File: src/rtl/alu_pkg.sv
// alu_pkg: ALU control codes, funct encodings and multiply/divide sequencer state
package alu_pkg;
  localparam logic [3:0] ALUCTL_AND  = 4'b0000;
  localparam logic [3:0] ALUCTL_OR   = 4'b0001;
  localparam logic [3:0] ALUCTL_ADD  = 4'b0010;
  localparam logic [3:0] ALUCTL_XOR  = 4'b0011;
  localparam logic [3:0] ALUCTL_NOR  = 4'b0100;
  localparam logic [3:0] ALUCTL_SUB  = 4'b0110;
  localparam logic [3:0] ALUCTL_SLT  = 4'b0111;
  localparam logic [3:0] ALUCTL_SLL  = 4'b1000;
  localparam logic [3:0] ALUCTL_SRL  = 4'b1001;
  localparam logic [3:0] ALUCTL_SRA  = 4'b1010;
  localparam logic [3:0] ALUCTL_SLTU = 4'b1111;
  localparam logic [5:0] FUNCT_SLL   = 6'b000000;
  localparam logic [5:0] FUNCT_SRL   = 6'b000010;
  localparam logic [5:0] FUNCT_SRA   = 6'b000011;
  localparam logic [5:0] FUNCT_MFHI  = 6'b010000;
  localparam logic [5:0] FUNCT_MTHI  = 6'b010001;
  localparam logic [5:0] FUNCT_MFLO  = 6'b010010;
  localparam logic [5:0] FUNCT_MTLO  = 6'b010011;
  localparam logic [5:0] FUNCT_MULT  = 6'b011000;
  localparam logic [5:0] FUNCT_MULTU = 6'b011001;
  localparam logic [5:0] FUNCT_DIV   = 6'b011010;
  localparam logic [5:0] FUNCT_DIVU  = 6'b011011;
  localparam logic [5:0] FUNCT_ADD   = 6'b100000;
  localparam logic [5:0] FUNCT_ADDU  = 6'b100001;
  localparam logic [5:0] FUNCT_SUB   = 6'b100010;
  localparam logic [5:0] FUNCT_SUBU  = 6'b100011;
  localparam logic [5:0] FUNCT_AND   = 6'b100100;
  localparam logic [5:0] FUNCT_OR    = 6'b100101;
  localparam logic [5:0] FUNCT_XOR   = 6'b100110;
  localparam logic [5:0] FUNCT_NOR   = 6'b100111;
  localparam logic [5:0] FUNCT_SLT   = 6'b101010;
  localparam logic [5:0] FUNCT_SLTU  = 6'b101011;
  typedef enum logic [1:0] {ST_IDLE, ST_RUN, ST_FIX} md_state_e;
endpackage

File: src/rtl/alu_ctrl_muldiv_if.sv
// alu_ctrl_muldiv_if: decode-side request and result bundle for the ALU control block
interface alu_ctrl_muldiv_if #(parameter int WIDTH = 32);
  logic             valid;
  logic [1:0]       aluop;
  logic [5:0]       funct;
  logic [WIDTH-1:0] srca;
  logic [WIDTH-1:0] srcb;
  logic [3:0]       alucontrol;
  logic             illegal;
  logic             muldiv_sel;
  logic [WIDTH-1:0] hilo_rd;
  logic             busy;
  logic             stall;
  logic             divzero;
  modport master (
    output valid, aluop, funct, srca, srcb,
    input  alucontrol, illegal, muldiv_sel, hilo_rd, busy, stall, divzero
  );
  modport slave (
    input  valid, aluop, funct, srca, srcb,
    output alucontrol, illegal, muldiv_sel, hilo_rd, busy, stall, divzero
  );
endinterface

File: src/rtl/alu_ctrl_muldiv_muldiv_iter.sv
// muldiv_iter: iterative shift-add multiply / restoring divide sequencer owning HI/LO
module muldiv_iter import alu_pkg::*; #(
  parameter int WIDTH = 32
) (
  input  logic             clk,
  input  logic             reset,
  input  logic             start,
  input  logic             op_div,
  input  logic             op_signed,
  input  logic [WIDTH-1:0] srca,
  input  logic [WIDTH-1:0] srcb,
  input  logic             mthi_we,
  input  logic             mtlo_we,
  output logic [WIDTH-1:0] hi,
  output logic [WIDTH-1:0] lo,
  output logic             busy,
  output logic             divzero
);
  localparam int CW = $clog2(WIDTH) + 1;
  md_state_e          state_q, state_d;
  logic [CW-1:0]      cnt_q, cnt_d;
  logic [2*WIDTH-1:0] p_q, p_d;
  logic [WIDTH-1:0]   b_q, b_d, hi_q, hi_d, lo_q, lo_d;
  logic               div_q, div_d, neg_q, neg_d, rneg_q, rneg_d, dz_q, dz_d, dzp_q, dzp_d;
  logic               sa, sb;
  logic [WIDTH-1:0]   mag_a, mag_b, rnew, quo, rem;
  logic [WIDTH:0]     sum, shl, diff;
  logic [2*WIDTH-1:0] prod;
  always_comb begin
    sa      = op_signed & srca[WIDTH-1];
    sb      = op_signed & srcb[WIDTH-1];
    mag_a   = sa ? -srca : srca;
    mag_b   = sb ? -srcb : srcb;
    sum     = {1'b0, p_q[2*WIDTH-1:WIDTH]} + (p_q[0] ? {1'b0, b_q} : '0);
    shl     = {p_q[2*WIDTH-1:WIDTH], p_q[WIDTH-1]};
    diff    = shl - {1'b0, b_q};
    rnew    = diff[WIDTH] ? shl[WIDTH-1:0] : diff[WIDTH-1:0];
    prod    = neg_q ? -p_q : p_q;
    quo     = dz_q ? '1 : (neg_q ? -p_q[WIDTH-1:0] : p_q[WIDTH-1:0]);
    rem     = rneg_q ? -p_q[2*WIDTH-1:WIDTH] : p_q[2*WIDTH-1:WIDTH];
    state_d = state_q;
    cnt_d   = cnt_q;
    p_d     = p_q;
    b_d     = b_q;
    hi_d    = hi_q;
    lo_d    = lo_q;
    div_d   = div_q;
    neg_d   = neg_q;
    rneg_d  = rneg_q;
    dz_d    = dz_q;
    dzp_d   = 1'b0;
    case (state_q)
      ST_IDLE: begin
        if (start) begin
          state_d = ST_RUN;
          cnt_d   = '0;
          div_d   = op_div;
          neg_d   = sa ^ sb;
          rneg_d  = sa;
          dz_d    = op_div & (srcb == '0);
          p_d     = {{WIDTH{1'b0}}, mag_a};
          b_d     = mag_b;
        end
        hi_d = mthi_we ? srca : hi_q;
        lo_d = mtlo_we ? srca : lo_q;
      end
      ST_RUN: begin
        cnt_d   = cnt_q + 1'b1;
        p_d     = div_q ? {rnew, p_q[WIDTH-2:0], ~diff[WIDTH]} : {sum, p_q[WIDTH-1:1]};
        state_d = (cnt_q == CW'(WIDTH - 1)) ? ST_FIX : ST_RUN;
      end
      ST_FIX: begin
        state_d = ST_IDLE;
        hi_d    = div_q ? rem : prod[2*WIDTH-1:WIDTH];
        lo_d    = div_q ? quo : prod[WIDTH-1:0];
        dzp_d   = div_q & dz_q;
      end
      default: state_d = ST_IDLE;
    endcase
  end
  always_ff @(posedge clk) begin
    if (reset) begin
      state_q <= ST_IDLE;
      cnt_q   <= '0;
      p_q     <= '0;
      b_q     <= '0;
      hi_q    <= '0;
      lo_q    <= '0;
      div_q   <= 1'b0;
      neg_q   <= 1'b0;
      rneg_q  <= 1'b0;
      dz_q    <= 1'b0;
      dzp_q   <= 1'b0;
    end else begin
      state_q <= state_d;
      cnt_q   <= cnt_d;
      p_q     <= p_d;
      b_q     <= b_d;
      hi_q    <= hi_d;
      lo_q    <= lo_d;
      div_q   <= div_d;
      neg_q   <= neg_d;
      rneg_q  <= rneg_d;
      dz_q    <= dz_d;
      dzp_q   <= dzp_d;
    end
  end
  assign hi      = hi_q;
  assign lo      = lo_q;
  assign busy    = state_q != ST_IDLE;
  assign divzero = dzp_q;
endmodule

File: src/rtl/alu_ctrl_muldiv.sv
// alu_ctrl_muldiv: funct/aluop decoder with HI/LO stall logic around the mul/div sequencer
module alu_ctrl_muldiv import alu_pkg::*; #(
  parameter int WIDTH = 32
) (
  input logic             clk,
  input logic             reset,
  alu_ctrl_muldiv_if.slave bus
);
  logic             rtype, md_cls, hilo_cls, start, mthi_we, mtlo_we;
  logic [WIDTH-1:0] hi, lo;
  always_comb begin
    rtype          = bus.aluop == 2'b10;
    md_cls         = bus.funct[5:2] == 4'b0110;
    hilo_cls       = md_cls | (bus.funct[5:2] == 4'b0100);
    bus.illegal    = 1'b0;
    bus.alucontrol = ALUCTL_ADD;
    case (bus.aluop)
      2'b01: bus.alucontrol = ALUCTL_SUB;
      2'b11: bus.alucontrol = ALUCTL_SLT;
      2'b10: begin
        case (bus.funct)
          FUNCT_ADD, FUNCT_ADDU: bus.alucontrol = ALUCTL_ADD;
          FUNCT_SUB, FUNCT_SUBU: bus.alucontrol = ALUCTL_SUB;
          FUNCT_AND:  bus.alucontrol = ALUCTL_AND;
          FUNCT_OR:   bus.alucontrol = ALUCTL_OR;
          FUNCT_XOR:  bus.alucontrol = ALUCTL_XOR;
          FUNCT_NOR:  bus.alucontrol = ALUCTL_NOR;
          FUNCT_SLT:  bus.alucontrol = ALUCTL_SLT;
          FUNCT_SLTU: bus.alucontrol = ALUCTL_SLTU;
          FUNCT_SLL:  bus.alucontrol = ALUCTL_SLL;
          FUNCT_SRL:  bus.alucontrol = ALUCTL_SRL;
          FUNCT_SRA:  bus.alucontrol = ALUCTL_SRA;
          default:    bus.illegal    = !hilo_cls;
        endcase
      end
      default: bus.alucontrol = ALUCTL_ADD;
    endcase
    bus.muldiv_sel = rtype & ((bus.funct == FUNCT_MFHI) | (bus.funct == FUNCT_MFLO));
    bus.stall      = bus.valid & bus.busy & hilo_cls & rtype;
    start          = bus.valid & rtype & md_cls & !bus.busy;
    mthi_we        = bus.valid & rtype & (bus.funct == FUNCT_MTHI) & !bus.busy;
    mtlo_we        = bus.valid & rtype & (bus.funct == FUNCT_MTLO) & !bus.busy;
    bus.hilo_rd    = (bus.funct == FUNCT_MFHI) ? hi : lo;
  end
  muldiv_iter #(.WIDTH(WIDTH)) u_muldiv (
    .clk       (clk),
    .reset     (reset),
    .start     (start),
    .op_div    (bus.funct[1]),
    .op_signed (!bus.funct[0]),
    .srca      (bus.srca),
    .srcb      (bus.srcb),
    .mthi_we   (mthi_we),
    .mtlo_we   (mtlo_we),
    .hi        (hi),
    .lo        (lo),
    .busy      (bus.busy),
    .divzero   (bus.divzero)
  );
endmodule

File: src/flat_wrapper.sv
// flat-port wrapper written by rule: the top's interface ports become plain ports
module alu_ctrl_muldiv_flat import alu_pkg::*;
#(
  parameter int WIDTH = 32
)
  (clk, reset, bus_valid, bus_aluop, bus_funct, bus_srca, bus_srcb, bus_alucontrol, bus_illegal, bus_muldiv_sel, bus_hilo_rd, bus_busy, bus_stall, bus_divzero);
  alu_ctrl_muldiv_if #(.WIDTH(WIDTH)) bus_i ();
  input logic clk;
  input logic reset;
  input wire logic [$bits(bus_i.valid)-1:0] bus_valid;
  input wire logic [$bits(bus_i.aluop)-1:0] bus_aluop;
  input wire logic [$bits(bus_i.funct)-1:0] bus_funct;
  input wire logic [$bits(bus_i.srca)-1:0] bus_srca;
  input wire logic [$bits(bus_i.srcb)-1:0] bus_srcb;
  output wire logic [$bits(bus_i.alucontrol)-1:0] bus_alucontrol;
  output wire logic [$bits(bus_i.illegal)-1:0] bus_illegal;
  output wire logic [$bits(bus_i.muldiv_sel)-1:0] bus_muldiv_sel;
  output wire logic [$bits(bus_i.hilo_rd)-1:0] bus_hilo_rd;
  output wire logic [$bits(bus_i.busy)-1:0] bus_busy;
  output wire logic [$bits(bus_i.stall)-1:0] bus_stall;
  output wire logic [$bits(bus_i.divzero)-1:0] bus_divzero;
  assign bus_i.valid = bus_valid;
  assign bus_i.aluop = bus_aluop;
  assign bus_i.funct = bus_funct;
  assign bus_i.srca = bus_srca;
  assign bus_i.srcb = bus_srcb;
  assign bus_alucontrol = bus_i.alucontrol;
  assign bus_illegal = bus_i.illegal;
  assign bus_muldiv_sel = bus_i.muldiv_sel;
  assign bus_hilo_rd = bus_i.hilo_rd;
  assign bus_busy = bus_i.busy;
  assign bus_stall = bus_i.stall;
  assign bus_divzero = bus_i.divzero;
  alu_ctrl_muldiv #(.WIDTH(WIDTH)) u_core (.clk(clk), .reset(reset), .bus(bus_i));
endmodule
File: config.mk
export PLATFORM = sky130hd
export DESIGN_NAME = alu_ctrl_muldiv_flat
export DESIGN_NICKNAME = d
export VERILOG_FILES = /design/src/rtl/alu_pkg.sv /design/src/rtl/alu_ctrl_muldiv_if.sv /design/src/rtl/alu_ctrl_muldiv_muldiv_iter.sv /design/src/rtl/alu_ctrl_muldiv.sv /design/src/flat_wrapper.sv
export SDC_FILE = /design/constraint.sdc
export NUM_CORES = 1
export LEC_CHECK = 0
export ABC_CLOCK_PERIOD_IN_PS = 3700
export CORE_ASPECT_RATIO = 0.75
export CORE_MARGIN = 10
export CORE_UTILIZATION = 23
export CTS_CLUSTER_DIAMETER = 80
export DETAILED_ROUTE_END_ITERATION = 10
export DONT_BUFFER_PORTS = 1
export GPL_ROUTABILITY_DRIVEN = 0
export SETUP_SLACK_MARGIN = 0.4
export SLEW_MARGIN = 0
export SYNTH_ARGS = -nofsm -noshare
export SYNTH_HDL_FRONTEND = slang
export SYNTH_SLANG_ARGS = --single-unit
File: constraint.sdc
create_clock -name clk -period 3.7 [get_ports clk]
set_input_delay 0.925 -clock clk [delete_from_list [all_inputs] [get_ports clk]]
set_output_delay 0.925 -clock clk [all_outputs]
set_load 0.005 [all_outputs]
==> results of run 1 <==
[worst max-delay path: cells and delay by family, from the launching register on]
| family | cells | cell delay, ns |
|---|---|---|
| AO/OA/AOI/OAI | 5 | 1.09 |
| AND/OR/NAND/NOR | 3 | 0.80 |
| adder cells (fa/ha/maj) | 1 | 0.36 |
| flip-flops | 1 | 0.34 |
| buffers and inverters | 2 | 0.31 |
| multiplexers | 1 | 0.18 |
[metal layers]
| metal | GRT usage, % | up-vias | part of all wire [%] |
|---|---|---|---|
| li1 | - | 7100 | - |
| met1 | 21.36 | 7042 | 48 |
| met2 | 20.46 | 690 | 41 |
| met3 | 3.690 | 66 | 9.1 |
| met4 | 3.993 | 0 | 2.3 |
| met5 | 0 | - | 0 |
[what timing repair did]
item,in CTS,in global routing
setup endpoints to repair,8,29
resized for setup,4,26
pin swaps,1,10
buffers inserted,1,2
hold buffers,0,0
[registers in the layout, summed over array words and instances (netlist names)]
register / cells
u_core.u_muldiv.rneg_q: 1
u_core.u_muldiv.divzero: 1
u_core.u_muldiv.div_q: 1
u_core.u_muldiv.cnt_q: 6
u_core.u_muldiv.b_q: 32
u_core.u_muldiv.lo: 32
u_core.u_muldiv.hi: 32
u_core.u_muldiv.neg_q: 1
u_core.u_muldiv.dz_q: 1
u_core.u_muldiv.p_q: 64
u_core.u_muldiv.state_q: 2
[cell usage after synthesis (40+ instances only)]
| library cell | n |
|---|---|
| inv_1 | 68 |
| xnor2_1 | 77 |
| dfxtp_1 | 173 |
| mux2_2 | 40 |
| mux2i_1 | 108 |
| ha_1 | 69 |
| clkbuf_1 | 111 |
| nand2_1 | 126 |
| a21oi_1 | 152 |
| o21ai_0 | 95 |
| a211oi_1 | 103 |
| xor2_1 | 82 |
| nor3_1 | 63 |
| nor2_1 | 230 |
[stage by stage]
| step | setup slack (ns) | utilization [%] | area (sq um) | power, mW | cells |
|---|---|---|---|---|---|
| final | 0.4942 | 26.32 | 16810 | 4.320 | 2784 |
| after global placement | 0.2485 | 25.17 | 16070 | 2.425 | 2749 |
| after detailed placement | 0.2153 | 25.17 | 16070 | 2.425 | 2749 |
| after floorplan | 0.4528 | - | 14900 | 2.323 | 1952 |
| after global routing | 0.3729 | 26.32 | 16810 | 4.443 | 2784 |
| after CTS | 0.4030 | 26.14 | 16690 | 4.312 | 2782 |
[power by group through the flow]
stage	logic [mW]	clock network [mW]	registers, mW
6_report	0.525	1.91	1.88
5_1_grt	0.571	1.99	1.88
4_1_cts	0.508	1.92	1.88
3_5_place_dp	0.500	0	1.92
3_3_place_gp	0.500	0	1.92
2_1_floorplan	0.405	0	1.92
[path summary, 6_finish.rpt]
path	startpoint	end	slack, ns	cells after the start
hold reg to reg	u_core.u_muldiv.cnt_q[5]	u_core.u_muldiv.cnt_q[5]	0.49	1
setup / recovery	u_core.u_muldiv.b_q[9]	u_core.u_muldiv.p_q[37]	0.49	12
hold / removal	u_core.u_muldiv.cnt_q[5]	u_core.u_muldiv.cnt_q[5]	0.49	1
setup reg to reg	u_core.u_muldiv.b_q[9]	u_core.u_muldiv.p_q[37]	0.49	12
[cells in the final DEF, fill, tap and decap left out, types with 6 or more instances in the layout]
cell / Yosys / routed
nor2_1: 230 / 228
dfxtp_1: 173 / 171
a21oi_1: 152 / 148
nand2_1: 126 / 124
mux2i_1: 108 / 108
a211oi_1: 103 / 101
o21ai_0: 95 / 93
xor2_1: 82 / 82
xnor2_1: 77 / 76
buf_4: 0 / 73
inv_1: 68 / 68
ha_1: 69 / 65
nor3_1: 63 / 63
mux2_2: 40 / 40
a221oi_1: 37 / 36
a21o_1: 34 / 34
nand3_1: 29 / 29
or3_1: 23 / 23
a31oi_1: 22 / 22
nand2b_1: 22 / 20
nor4_1: 20 / 20
clkbuf_16: 0 / 17
and3_1: 17 / 16
a22oi_1: 18 / 16
nor2b_1: 16 / 15
o31ai_1: 15 / 15
nand4_1: 11 / 11
and2_1: 11 / 10
o41ai_1: 11 / 10
or4_1: 11 / 10
o21a_1: 10 / 10
o211ai_1: 9 / 9
a311oi_1: 10 / 9
or2_2: 8 / 8
a221o_1: 8 / 8
o31a_1: 6 / 6
nand3b_1: 6 / 6
[layout make-up]
cell class / instances / area [sq um]
flip-flops and latches: 173 / 3468
well taps: 861 / 1077
multi-input cells: 1572 / 10790
clock inverters: 11 / 133.9
clock buffers: 21 / 450.4
repair buffers: 77 / 628.1
inverters: 69 / 259.0
fillers: 7061 / 47060
[cell families (layout without fill, tap and decap cells)]
logic type / Yosys count / count (layout) / synth area share, %
buffers and inverters: 207 / 178 / 5.383
xor gates and xnor gates: 159 / 159 / 9.347
muxes: 148 / 148 / 10.28
AOI/OAI and AO/OA: 578 / 578 / 25.89
DFF: 173 / 173 / 23.25
adders and majority gates: 71 / 71 / 6.064
and+or+nand+nor: 616 / 616 / 19.79
==> results.tsv, run 1 <==
metric	value	unit
Hold WC Path Type	register to register	
Clock Tree Buf Depth	2	
clock share of power	44.3	%
cell repeated most along the worst path	a21o_1	
Ports	116	
switching share of power	27.84	%
slew at the pin with the worst max-slew slack	1.059	ns
Die Width	313.9	microns
First DRT Iteration DRCs	1947	
RSZ-0062 raised after global routing	yes	
cell count after synthesis	1952	
combinational power share	12.1	%
mean routed wirelength per cell	20.51	microns
CTS tree	built	
net switching power	1.203	mW
Peak Freq	311.9	MHz
Die Y	240.4	microns
crit path DAT	3.56	ns
EDFF count, synth	0	
post-synthesis register bit count	173	
first-pass GRT wire length	86.11	mm
top_reg_cell synth	dfxtp_1	
dominant cell type by area after synthesis	dfxtp_1	
status	completed	
yosys warns	0	
share of cells above drive strength 1	10.45	%
clk sinks	173	
Hold Slack	0.4882	ns
Slew headroom	29.38	%
syn_nets	2098	
Die Area	0.07546	sq mm
worst setup path class	register to register	
initial antenna violation count	0	
endpoints failing setup	0	
Cell Rows	80	
Nets	2056	
Int Power	3.117	mW
Skew-Pair Late Insertion Delay	0.47	ns
DRC viols	0	
Max H-tree Level	4	
top-area cell type share of the netlist area	23.25	%
maximum VDD drop	324.9	uV
WL final	57.11	mm
Vias	14900	
vias in the first global route	13410	
Worst path max stage delay	0.54	ns
Initial Util	23.33	%
Cell Pwr Density	257.1	mW/mm^2
leakage power	6.397	nW
CTS Root Cell	clkbuf_16	
Flop pwr share	43.6	%
Netlist cell types	74	
drt pass-1 iters	6	
pins over their slew limit	0	
Synth async-reset ratio	0	%
GR Util All Layers	14.57	%
grt ovf	0	
Setup Skew	0.01591	ns
n_diodes	0	
final setup TNS	0	ns
Clock transition at path regs	0.08	ns
Worst setup EP type	register	
area of the core	0.06386	sq mm
register area share after synthesis	23.25	%
Routed Antenna Nets	0	
total of max-cap violations	0	
Syn Std Cell Area	0.01490	sq mm
crit start category	register	
largest net degree at the start of global routing	150	
crit-path cells	inv_1 > ha_1 > a21o_1 > a21o_1 > a21oi_2 > a311oi_2 > or4_1 > and3_4 > buf_4 > mux2i_1 > nor2_1 > a221o_1	
Via density	5.351	
Final Critical Period	3.206	ns
Port Buffer Count	0	
Req. time, crit path	4.06	ns
top cells by area, synth	dfxtp_1 (23%), mux2i_1 (7.3%), ha_1 (5.8%)	
Syn-to-layout area delta	12.81	%
Hold Vio Cnt, Final	0	
HPWL after DPL	42.98	mm
Tcrit/Tclk final	86.64	%
slowest cell on the critical path	or4_1	
Mean Syn Cell Area	7.632	sq um
CP Max Fanout	7	
CTS Buf Count	17	
(Power assumes the default switching activity.)
==> run 2, diff against run 1 <==
--- a/config.mk
+++ b/config.mk
@@ -14,7 +14,6 @@
 export DONT_BUFFER_PORTS = 1
 export GPL_ROUTABILITY_DRIVEN = 0
 export SETUP_SLACK_MARGIN = 0.4
-export SLEW_MARGIN = 0
 export SYNTH_ARGS = -nofsm -noshare
 export SYNTH_HDL_FRONTEND = slang
 export SYNTH_SLANG_ARGS = --single-unit
==> results of run 2 <==
The final DEF is identical to that of run 1; final timing and power are the same.
